**config.mk**
```make
export PLATFORM = sky130hd
export DESIGN_NAME = directory_controller
export DESIGN_NICKNAME = d
export VERILOG_FILES = /design/src/rtl/directory_controller.sv
export SDC_FILE = /design/constraint.sdc
export NUM_CORES = 1
export LEC_CHECK = 0
export BUFFER_PORTS_ARGS = -buffer_cell sky130_fd_sc_hd__buf_2
export CAP_MARGIN = 20
export CORE_UTILIZATION = 37
export CTS_BUF_LIST = sky130_fd_sc_hd__clkbuf_8
export CTS_CLUSTER_DIAMETER = 40
export DETAILED_ROUTE_END_ITERATION = 12
export HOLD_SLACK_MARGIN = 0.15
export PLACE_DENSITY = 0.63
export SYNTH_ARGS = -nofsm -noshare
export SYNTH_HDL_FRONTEND = slang
export SYNTH_SLANG_ARGS = --single-unit
export TNS_END_PERCENT = 100
```
**constraint.sdc**
```tcl
create_clock -name Clock -period 4.8 [get_ports Clock]
set_input_delay 0.24 -clock Clock [delete_from_list [all_inputs] [get_ports Clock]]
set_output_delay 0.24 -clock Clock [all_outputs]
set_load 0.01 [all_outputs]
```
**src/rtl/directory_controller.sv**
```systemverilog
// Home-node MSI directory and memory controller for two L1 caches (P1, P2).
// Tracks per-block state/sharers, sequences invalidations and owner fetches, and returns block data.
module directory_controller #(
   parameter int NUM_BLOCKS  = 8,
   parameter int INV_TIMEOUT = 15
) (
   input  logic       Clock,
   input  logic       Reset_n,
   input  logic       ReqValid,
   output logic       ReqReady,
   input  logic [1:0] Signal,
   input  logic       ReqProc,
   input  logic [3:0] AddressLista,
   input  logic [3:0] DataLista,
   input  logic [1:0] WriteBack,
   input  logic [1:0] InvAck,
   output logic       InvValid,
   output logic [1:0] InvTarget,
   output logic       FetchReq,
   output logic [3:0] InvAddress,
   output logic       RespValid,
   output logic       RespProc,
   output logic [3:0] AddressMemory,
   output logic [3:0] DataMemory,
   output logic       ErrFlag
);

   localparam int CW = $clog2(INV_TIMEOUT + 1);

   typedef enum logic [2:0] {
      IDLE, LOOKUP, INVAL, WAIT_ACK, FETCH, WAIT_WB, RESPOND
   } ctrlState_t;

   typedef enum logic [1:0] {
      UNCACHED = 2'b00,
      SHARED   = 2'b01,
      MODIFIED = 2'b10
   } dirState_t;

   localparam logic [1:0] SIG_READ = 2'b01;

   ctrlState_t state;
   dirState_t  dirState   [16];
   logic [1:0] dirSharers [16];
   logic [3:0] memData    [16];

   logic [1:0]    reqSignal;
   logic          reqProcL;
   logic [3:0]    reqAddr;
   logic [1:0]    waitMask;
   logic [1:0]    ackSeen;
   logic [CW-1:0] waitCount;
   dirState_t     pendState;
   logic [1:0]    pendSharers;

   logic       wbValid;
   logic       wbAddrValid;
   logic       addrValid;
   logic [1:0] reqMask;
   dirState_t  curState;
   logic [1:0] curSharers;
   logic [1:0] otherSharers;
   logic       isOwner;
   logic       timedOut;
   logic       acksDone;
   logic       wbMatch;

   assign wbValid      = (WriteBack == 2'b01);
   assign wbAddrValid  = (AddressLista != 4'd0) && (AddressLista <= 4'(NUM_BLOCKS));
   assign addrValid    = (reqAddr != 4'd0) && (reqAddr <= 4'(NUM_BLOCKS));
   assign reqMask      = reqProcL ? 2'b10 : 2'b01;
   assign curState     = dirState[reqAddr];
   assign curSharers   = dirSharers[reqAddr];
   assign otherSharers = curSharers & ~reqMask;
   assign isOwner      = (curState == MODIFIED) && (curSharers == reqMask);
   assign timedOut     = (waitCount == CW'(INV_TIMEOUT - 1));
   assign acksDone     = (((ackSeen | InvAck) & waitMask) == waitMask);
   assign wbMatch      = wbValid && (AddressLista == reqAddr);

   // A pending write-back blocks acceptance for that cycle, so ReqReady follows it directly.
   assign ReqReady = (state == IDLE) && !wbValid;

   // Whole controller: request sequencing, directory/memory updates and registered outputs.
   // The timeout fires on the INV_TIMEOUT-th wait cycle without completion.
   always_ff @(posedge Clock or negedge Reset_n) begin
      if (!Reset_n) begin
         state         <= IDLE;
         InvValid      <= 1'b0;
         InvTarget     <= 2'b00;
         FetchReq      <= 1'b0;
         InvAddress    <= 4'd0;
         RespValid     <= 1'b0;
         RespProc      <= 1'b0;
         AddressMemory <= 4'd0;
         DataMemory    <= 4'd0;
         ErrFlag       <= 1'b0;
         reqSignal     <= 2'b00;
         reqProcL      <= 1'b0;
         reqAddr       <= 4'd0;
         waitMask      <= 2'b00;
         ackSeen       <= 2'b00;
         waitCount     <= '0;
         pendState     <= UNCACHED;
         pendSharers   <= 2'b00;
         for (int a = 0; a < 16; a++) begin
            dirState[a]   <= UNCACHED;
            dirSharers[a] <= 2'b00;
            memData[a]    <= 4'(a);
         end
      end else begin
         case (state)
            IDLE: begin
               if (wbValid) begin
                  if (wbAddrValid) begin
                     memData[AddressLista]    <= DataLista;
                     dirState[AddressLista]   <= UNCACHED;
                     dirSharers[AddressLista] <= 2'b00;
                  end
               end else if (ReqValid && (Signal != 2'b00)) begin
                  reqSignal <= Signal;
                  reqProcL  <= ReqProc;
                  reqAddr   <= AddressLista;
                  state     <= LOOKUP;
               end
            end

            LOOKUP: begin
               waitCount <= '0;
               ackSeen   <= 2'b00;
               RespProc  <= reqProcL;
               if (!addrValid) begin
                  RespValid     <= 1'b1;
                  AddressMemory <= 4'd0;
                  DataMemory    <= 4'd0;
                  state         <= RESPOND;
               end else if (isOwner) begin
                  RespValid     <= 1'b1;
                  AddressMemory <= reqAddr;
                  DataMemory    <= memData[reqAddr];
                  state         <= RESPOND;
               end else if (curState == MODIFIED) begin
                  // Another processor owns the block: fetch it back before answering.
                  InvValid    <= 1'b1;
                  FetchReq    <= 1'b1;
                  InvTarget   <= curSharers;
                  InvAddress  <= reqAddr;
                  waitMask    <= curSharers;
                  pendState   <= (reqSignal == SIG_READ) ? SHARED : MODIFIED;
                  pendSharers <= (reqSignal == SIG_READ) ? (curSharers | reqMask) : reqMask;
                  state       <= FETCH;
               end else if ((reqSignal != SIG_READ) && (curState == SHARED) && (otherSharers != 2'b00)) begin
                  InvValid    <= 1'b1;
                  FetchReq    <= 1'b0;
                  InvTarget   <= otherSharers;
                  InvAddress  <= reqAddr;
                  waitMask    <= otherSharers;
                  pendState   <= MODIFIED;
                  pendSharers <= reqMask;
                  state       <= INVAL;
               end else begin
                  dirState[reqAddr]   <= (reqSignal == SIG_READ) ? SHARED : MODIFIED;
                  dirSharers[reqAddr] <= (reqSignal == SIG_READ) ? (curSharers | reqMask) : reqMask;
                  RespValid           <= 1'b1;
                  AddressMemory       <= reqAddr;
                  DataMemory          <= memData[reqAddr];
                  state               <= RESPOND;
               end
            end

            INVAL: begin
               InvValid   <= 1'b0;
               InvTarget  <= 2'b00;
               InvAddress <= 4'd0;
               ackSeen    <= ackSeen | InvAck;
               state      <= WAIT_ACK;
            end

            FETCH: begin
               InvValid   <= 1'b0;
               FetchReq   <= 1'b0;
               InvTarget  <= 2'b00;
               InvAddress <= 4'd0;
               state      <= WAIT_WB;
            end

            WAIT_ACK: begin
               if (acksDone || timedOut) begin
                  if (!acksDone) begin
                     ErrFlag <= 1'b1;
                  end
                  waitCount           <= '0;
                  dirState[reqAddr]   <= pendState;
                  dirSharers[reqAddr] <= pendSharers;
                  RespValid           <= 1'b1;
                  AddressMemory       <= reqAddr;
                  DataMemory          <= memData[reqAddr];
                  state               <= RESPOND;
               end else begin
                  waitCount <= waitCount + 1'b1;
                  ackSeen   <= ackSeen | InvAck;
               end
            end

            WAIT_WB: begin
               if (wbMatch) begin
                  memData[reqAddr]    <= DataLista;
                  dirState[reqAddr]   <= pendState;
                  dirSharers[reqAddr] <= pendSharers;
                  waitCount           <= '0;
                  RespValid           <= 1'b1;
                  AddressMemory       <= reqAddr;
                  DataMemory          <= DataLista;
                  state               <= RESPOND;
               end else begin
                  // A stray write-back still lands in memory and drops that block to Uncached.
                  if (wbValid && wbAddrValid) begin
                     memData[AddressLista]    <= DataLista;
                     dirState[AddressLista]   <= UNCACHED;
                     dirSharers[AddressLista] <= 2'b00;
                  end
                  if (timedOut) begin
                     ErrFlag             <= 1'b1;
                     waitCount           <= '0;
                     dirState[reqAddr]   <= pendState;
                     dirSharers[reqAddr] <= pendSharers;
                     RespValid           <= 1'b1;
                     AddressMemory       <= reqAddr;
                     DataMemory          <= memData[reqAddr];
                     state               <= RESPOND;
                  end else begin
                     waitCount <= waitCount + 1'b1;
                  end
               end
            end

            RESPOND: begin
               RespValid <= 1'b0;
               state     <= IDLE;
            end

            default: state <= IDLE;
         endcase
      end
   end

endmodule
```
# == After elaboration in Yosys (flattened, before gate mapping) ==
# Cells that the tools add are included.
# word_totals
output_inout_bits,20
wordCells,284
ff_bits,169
input_bits,18
# op_classes
n_eq_ne,33
n_bitwise,12
n_reduce_logical,39
n_mux,127
n_addsub,1
magnitude_cmp,6
# op_table
op,n
2-to-1 mux 32 bit,24
2-to-1 mux 64 bit,4
one-hot mux 32 bit (4 select lines),2
bitwise mux 32 bit,6
bitwise mux 64 bit,2
one-hot mux 64 bit (2 select lines),1
2-to-1 mux 4 bit,25
bitwise AND 32 bit,2
2-to-1 mux 2 bit,18
one-hot mux 4 bit (3 select lines),3
demux 4 bit (select 4 bit),2
inverter 32 bit,1
2-to-1 mux 3 bit,9
"!= test 2 bit, second input constant",12
AND reduction 4 bit,5
2-to-1 mux 1 bit,18
one-hot mux 3 bit (6 select lines),1
binary-select mux 2 bit (select 4 bit),2
binary-select mux 4 bit (select 4 bit),1
demux 2 bit (select 4 bit),2
nonzero test 4 bit,4
AND reduction 5 bit,3
nonzero test 2 bit,7
logical AND 1 bit,11
other kinds (33),53

# == Longest topological paths before layout ==
# depth
ltp_word,14
mapped_depth,14
mapped_depth_nobuf,9

# == Worst setup path after synthesis ==
# No wires, ideal clock.
# synth_path
kind,reg2reg
startpoint,register reqAddr[0]
endpoint,register dirSharers[0] (netlist bit)
period_less_slack_ps,3605
t_arrival_ps,3484
path_buffers,3
setup_time_ps,121
path_stages_with_launch,12
path_slack_ps,1195
required_ps,4679
path_cell_list,dfrtp_1 > buf_6 > buf_6 > buf_2 > mux4_2 > mux4_2 > ha_1 > o21ai_0 > a21oi_4 > o31a_4 > or3_4 > a22o_1
# synth_between
elab_chain_len,12
elab_cells_between_ends,43
cone_classes,order compare: 3; eq/ne: 8; mux: 20; bitwise: 3; reduce/logical: 9
# synth_rtl
element,line_no,source
start: declaration,49,logic [3:0] reqAddr;
start signal: assignment,122,reqAddr <= AddressLista;
inverter 4 -> 5 bit,n/a,
binary-select mux 2 bit (select 4 bit),73,assign curSharers = dirSharers[reqAddr];
2-to-1 mux 2 bit (implied by the code) (2 in series),73,
OR 2 bit,162,dirSharers[reqAddr] <= (reqSignal == SIG_READ) ? (curSharers | reqMask) : reqMask;
2-to-1 mux 2 bit,162,
bitwise mux 32 bit,162,
2-to-1 mux 32 bit,151,end else if ((reqSignal != SIG_READ) && (curState == SHARED) && (otherSharers != 2'b00)) begin
2-to-1 mux 32 bit,141,end else if (curState == MODIFIED) begin
2-to-1 mux 32 bit,136,end else if (isOwner) begin
2-to-1 mux 32 bit,131,if (!addrValid) begin
one-hot mux 32 bit (4 select lines),111,case (state)
end signal: indexed assignment,162,
end signal: indexed assignment,193,dirSharers[reqAddr] <= pendSharers;
end signal: indexed assignment,208,dirSharers[reqAddr] <= pendSharers;
end: declaration,44,logic [1:0] dirSharers [16];
# Several ways; a longest one is shown, not always the timed one. The select of a mux whose other input is x is not followed.
# A chain may end at the register's enable or synchronous reset.

# == Final worst setup path ==
# layout_path
startpoint,register reqAddr[0]
endpoint,register dirSharers[31] (netlist bit)
# Same word-level chain as after synthesis.

==> metrics.md <==
| Metric | Value |
|---|---|
| Max clock buf depth | 2 |
| Vias in the first global route | 6757 |
| Clock buffer count from CTS | 17 |
| Top cell type's share of synthesized area | 0.385 |
| Gr usage total | 0.208 |
| Largest net degree at the start of global routing | 105 |
| Via count | 6799 |
| Die Height | 157 um |
| Layout net count | 828 |
| Die W | 157 um |
| Clock power share | 0.191 |
| Hold Fails Final Rpt | 0 |
| Seq cells post-synth | 169 |
| Count leader, synth | dfrtp_1 |
| Final Cycle Share | 0.815 |
| Synth Warn # | 0 |
| Rows | 56 |
| Critical path required time | 5170 ps |
| Post-cts gate resize count | 0 |
| Combinational share of power | 0.420 |
| FFs w/ async S/R, synth | 1.00 |
| LEAKAGE | 4.26 nW |
| Reg power frac | 0.389 |
| TritonCTS Sinks | 169 |
| Crit path capture | dirSharers[31] |
| Initial DRC count | 611 |
| Status | finished, final reports clean |
| Max Cap Viol | 0 |
| Hold-fix buffers, CTS | 10 |
| Top-level I/O count | 38 |
| Clock-pin slew on the worst setup and hold paths | 100 ps |
| Placed cell count | 1094 |
| Power density cells | 540 mW/mm^2 |
| Drt pass-1 iters | 5 |
| Switching share of power | 0.427 |
| Syn avg cell area | 11.6 um^2 |
| Crit path kind | reg2reg |
| Sw Pwr | 2.29 mW |
| Crit-path max FO | 16 |
| Flop2flop setup slack | 890 ps |
| Initial antenna violation count | 0 |
| Area growth syn-to-layout | 11.4% |
| CTS tree | yes |
| Die area | 0.0247 mm^2 |
| Vias per Instance | 5.99 |
| Post-route antenna net violation count | 0 |
| Final cell count without fillers | 1136 |
| Synth cell types | 69 |
| Placed Area | 0.00942 mm^2 |
| DP HPWL | 17400 um |
| RePlAce Congestion | 0.880 |
| Hold Path Class | in2reg |
| R2r worst-path depth | 9 |
| Synth area leaders | dfrtp_1 39%, mux4_2 9.6%, dfstp_2 9.5% |
| Most used flip-flop cell after synthesis | dfrtp_1 |
| Internal Power | 3.06 mW |
| Post-CTS Setup Inserts | 0 |
| Critical path's most frequent cell | mux4_2 |
| Cell area after synthesis | 0.00889 mm^2 |
| Final Max Slew Viols | 0 |
| Worst r2r dst | dirSharers[31] |
| Port Buf Inserts | 37 |
| Cell taking the most area after synthesis | dfrtp_1 |
| Synthesized Nets | 789 |
| H-tree levels | 4 |
| Cell count after synthesis | 765 |
| Crit path DAT | 4280 ps |
| Slew headroom | 0.163 |
| First-pass GRT wire length | 39000 um |
| Share of layout cells above drive strength 1 | 0.253 |
| WL final | 24300 um |
| Grt total ovfl | 0 |
| Top cells by count, synth | 137 x dfrtp_1, 65 x nand2_1, 45 x mux2_1 |
| Unrepaired setup endpoints after global routing | no |
| Finish-stage setup viols | 0 |
| Fill cell count | 2229 |
| Startpoint types | flip-flop |
| Residual DRC count | 0 |
| Final core occ | 0.421 |
| Setup TNS | 0 ps |
| Slew @ Worst Pin | 1250 ps |
| Fin Clk Skew | 14.5 ps |
| Capturing element type of the critical path | flip-flop |
| Initial Utilization | 0.378 |
| Ant. Diodes | 0 |
| Critical Path Source | reqAddr[0] |
| Worst setup margin | 886 ps |
| Slowest cell on crit path | dfrtp_2 |
| Total Power | 5.35 mW |
| Max VDD drop | 0.206 mV |
| WL/cell | 21.4 um |
| CTS Root Cell | clkbuf_8 |
| Post-synth EDFFs | 0 |
| Clk_lat worst skew | 470 ps |
| Slowest stage delay, CP | 660 ps |
| F_max | 0.256 GHz |
| Worst path cell trace | mux4_2 -> mux4_2 -> ha_1 -> o21ai_0 -> a21oi_4 -> o31ai_4 -> buf_4 -> o2111ai_1 -> a22o_1 |
| Post-place setup slack | 965 ps |
| Final instance area | 0.00991 mm^2 |
| Reg2reg start | reqAddr[0] |
| WHS | 251 ps |
| Min cycle time layout | 3910 ps |
| Seq/Total Area, Yosys | 0.480 |
| Floorplan core area | 0.0235 mm^2 |
-- flip-flops by register name, indices dropped and copies added (netlist names), 3 cells and up --
name,flops
state,3
reqAddr,4
DataMemory,4
AddressMemory,4
waitCount,4
memData,64
InvAddress,4
dirSharers,32
dirState,32
-- how the worst min path moves through the flow --
| stage | startpoint | endpoint | slack [ps] | cells after the start |
|---|---|---|---|---|
| floorplan | Reset_n | AddressMemory[0] | -60 | 0 |
| global placement | Reset_n | InvAddress[0] | 420 | 1 |
| detailed placement | Reset_n | InvAddress[0] | 420 | 1 |
| CTS | DataLista[0] | memData[20] | 220 | 2 |
| global route | DataLista[3] | memData[15] | 240 | 2 |
| finish | DataLista[0] | memData[20] | 250 | 2 |
-- layout make-up --
class                      count  area, um^2  share of cell area
sequential                   169        4270               0.431
inverter                      17        63.8             0.00644
multi-input combinational    536        4370               0.441
tap                          319         399              0.0403
timing repair buffer          63         412              0.0415
clock buffer                  17         234              0.0236
clock inverter                15         159              0.0160
-- power by group through the flow --
stage	sequential (mW)	combinational [mW]	clock, mW
4_1_cts	2.07	2.21	1.05
5_1_grt	2.13	2.43	1.10
3_3_place_gp	2.10	2.18	0
2_1_floorplan	1.93	1.67	0
6_report	2.08	2.25	1.02
3_5_place_dp	2.10	2.20	0
-- placed cells by master, fill, tap and decap left out, types with 4 or more instances in the layout --
cell / count
nor2_1: 42
mux2_1: 45
mux4_2: 38
o211ai_1: 6
dfstp_2: 32
o21ai_0: 43
nand2b_1: 8
mux2i_1: 4
inv_1: 18
inv_8: 4
o2bb2ai_1: 20
nor4_2: 4
and3_1: 5
a22oi_1: 4
dfrtp_1: 135
mux2_2: 30
nor3b_1: 4
buf_2: 36
xnor2_1: 5
a22o_1: 44
nand4_1: 4
o2111ai_1: 5
dlygate4sd3_1: 10
clkbuf_8: 17
ha_1: 6
or3_4: 4
a21o_1: 6
nand2_1: 65
nor3_2: 5
o21ai_1: 10
or3_1: 6
o31ai_1: 4
nor2b_1: 7
nand3_1: 27
a21oi_1: 28
nor3_1: 13
buf_4: 16
-- logic make-up after synthesis --
family                   share of synthesized area
AND/OR/NAND/NOR                              0.119
AO/OA/AOI/OAI                                0.162
flip-flops                                   0.480
multiplexers                                 0.196
buffers and inverters                       0.0293
XOR/XNOR                                   0.00591
adder cells (fa/ha/maj)                    0.00844
-- routing by layer --
| metal | vias to the layer above | track usage | wire, um |
|---|---|---|---|
| li1 | 2980 | - | - |
| met1 | 3454 | 0.293 | 11000 |
| met2 | 305 | 0.320 | 11300 |
| met3 | 60 | 0.0355 | 1470 |
| met4 | 0 | 0.0791 | 632 |
| met5 | - | 0 | 0 |
-- worst max-delay path: cells and delay by family, from the launching register on --
family	cells	cell delay, ps
DFF	1	660
AOI/OAI and AO/OA	5	1530
adders and majority gates	1	220
muxes	2	1100
buffers and inverters	1	310
(Power assumes the default switching activity.)
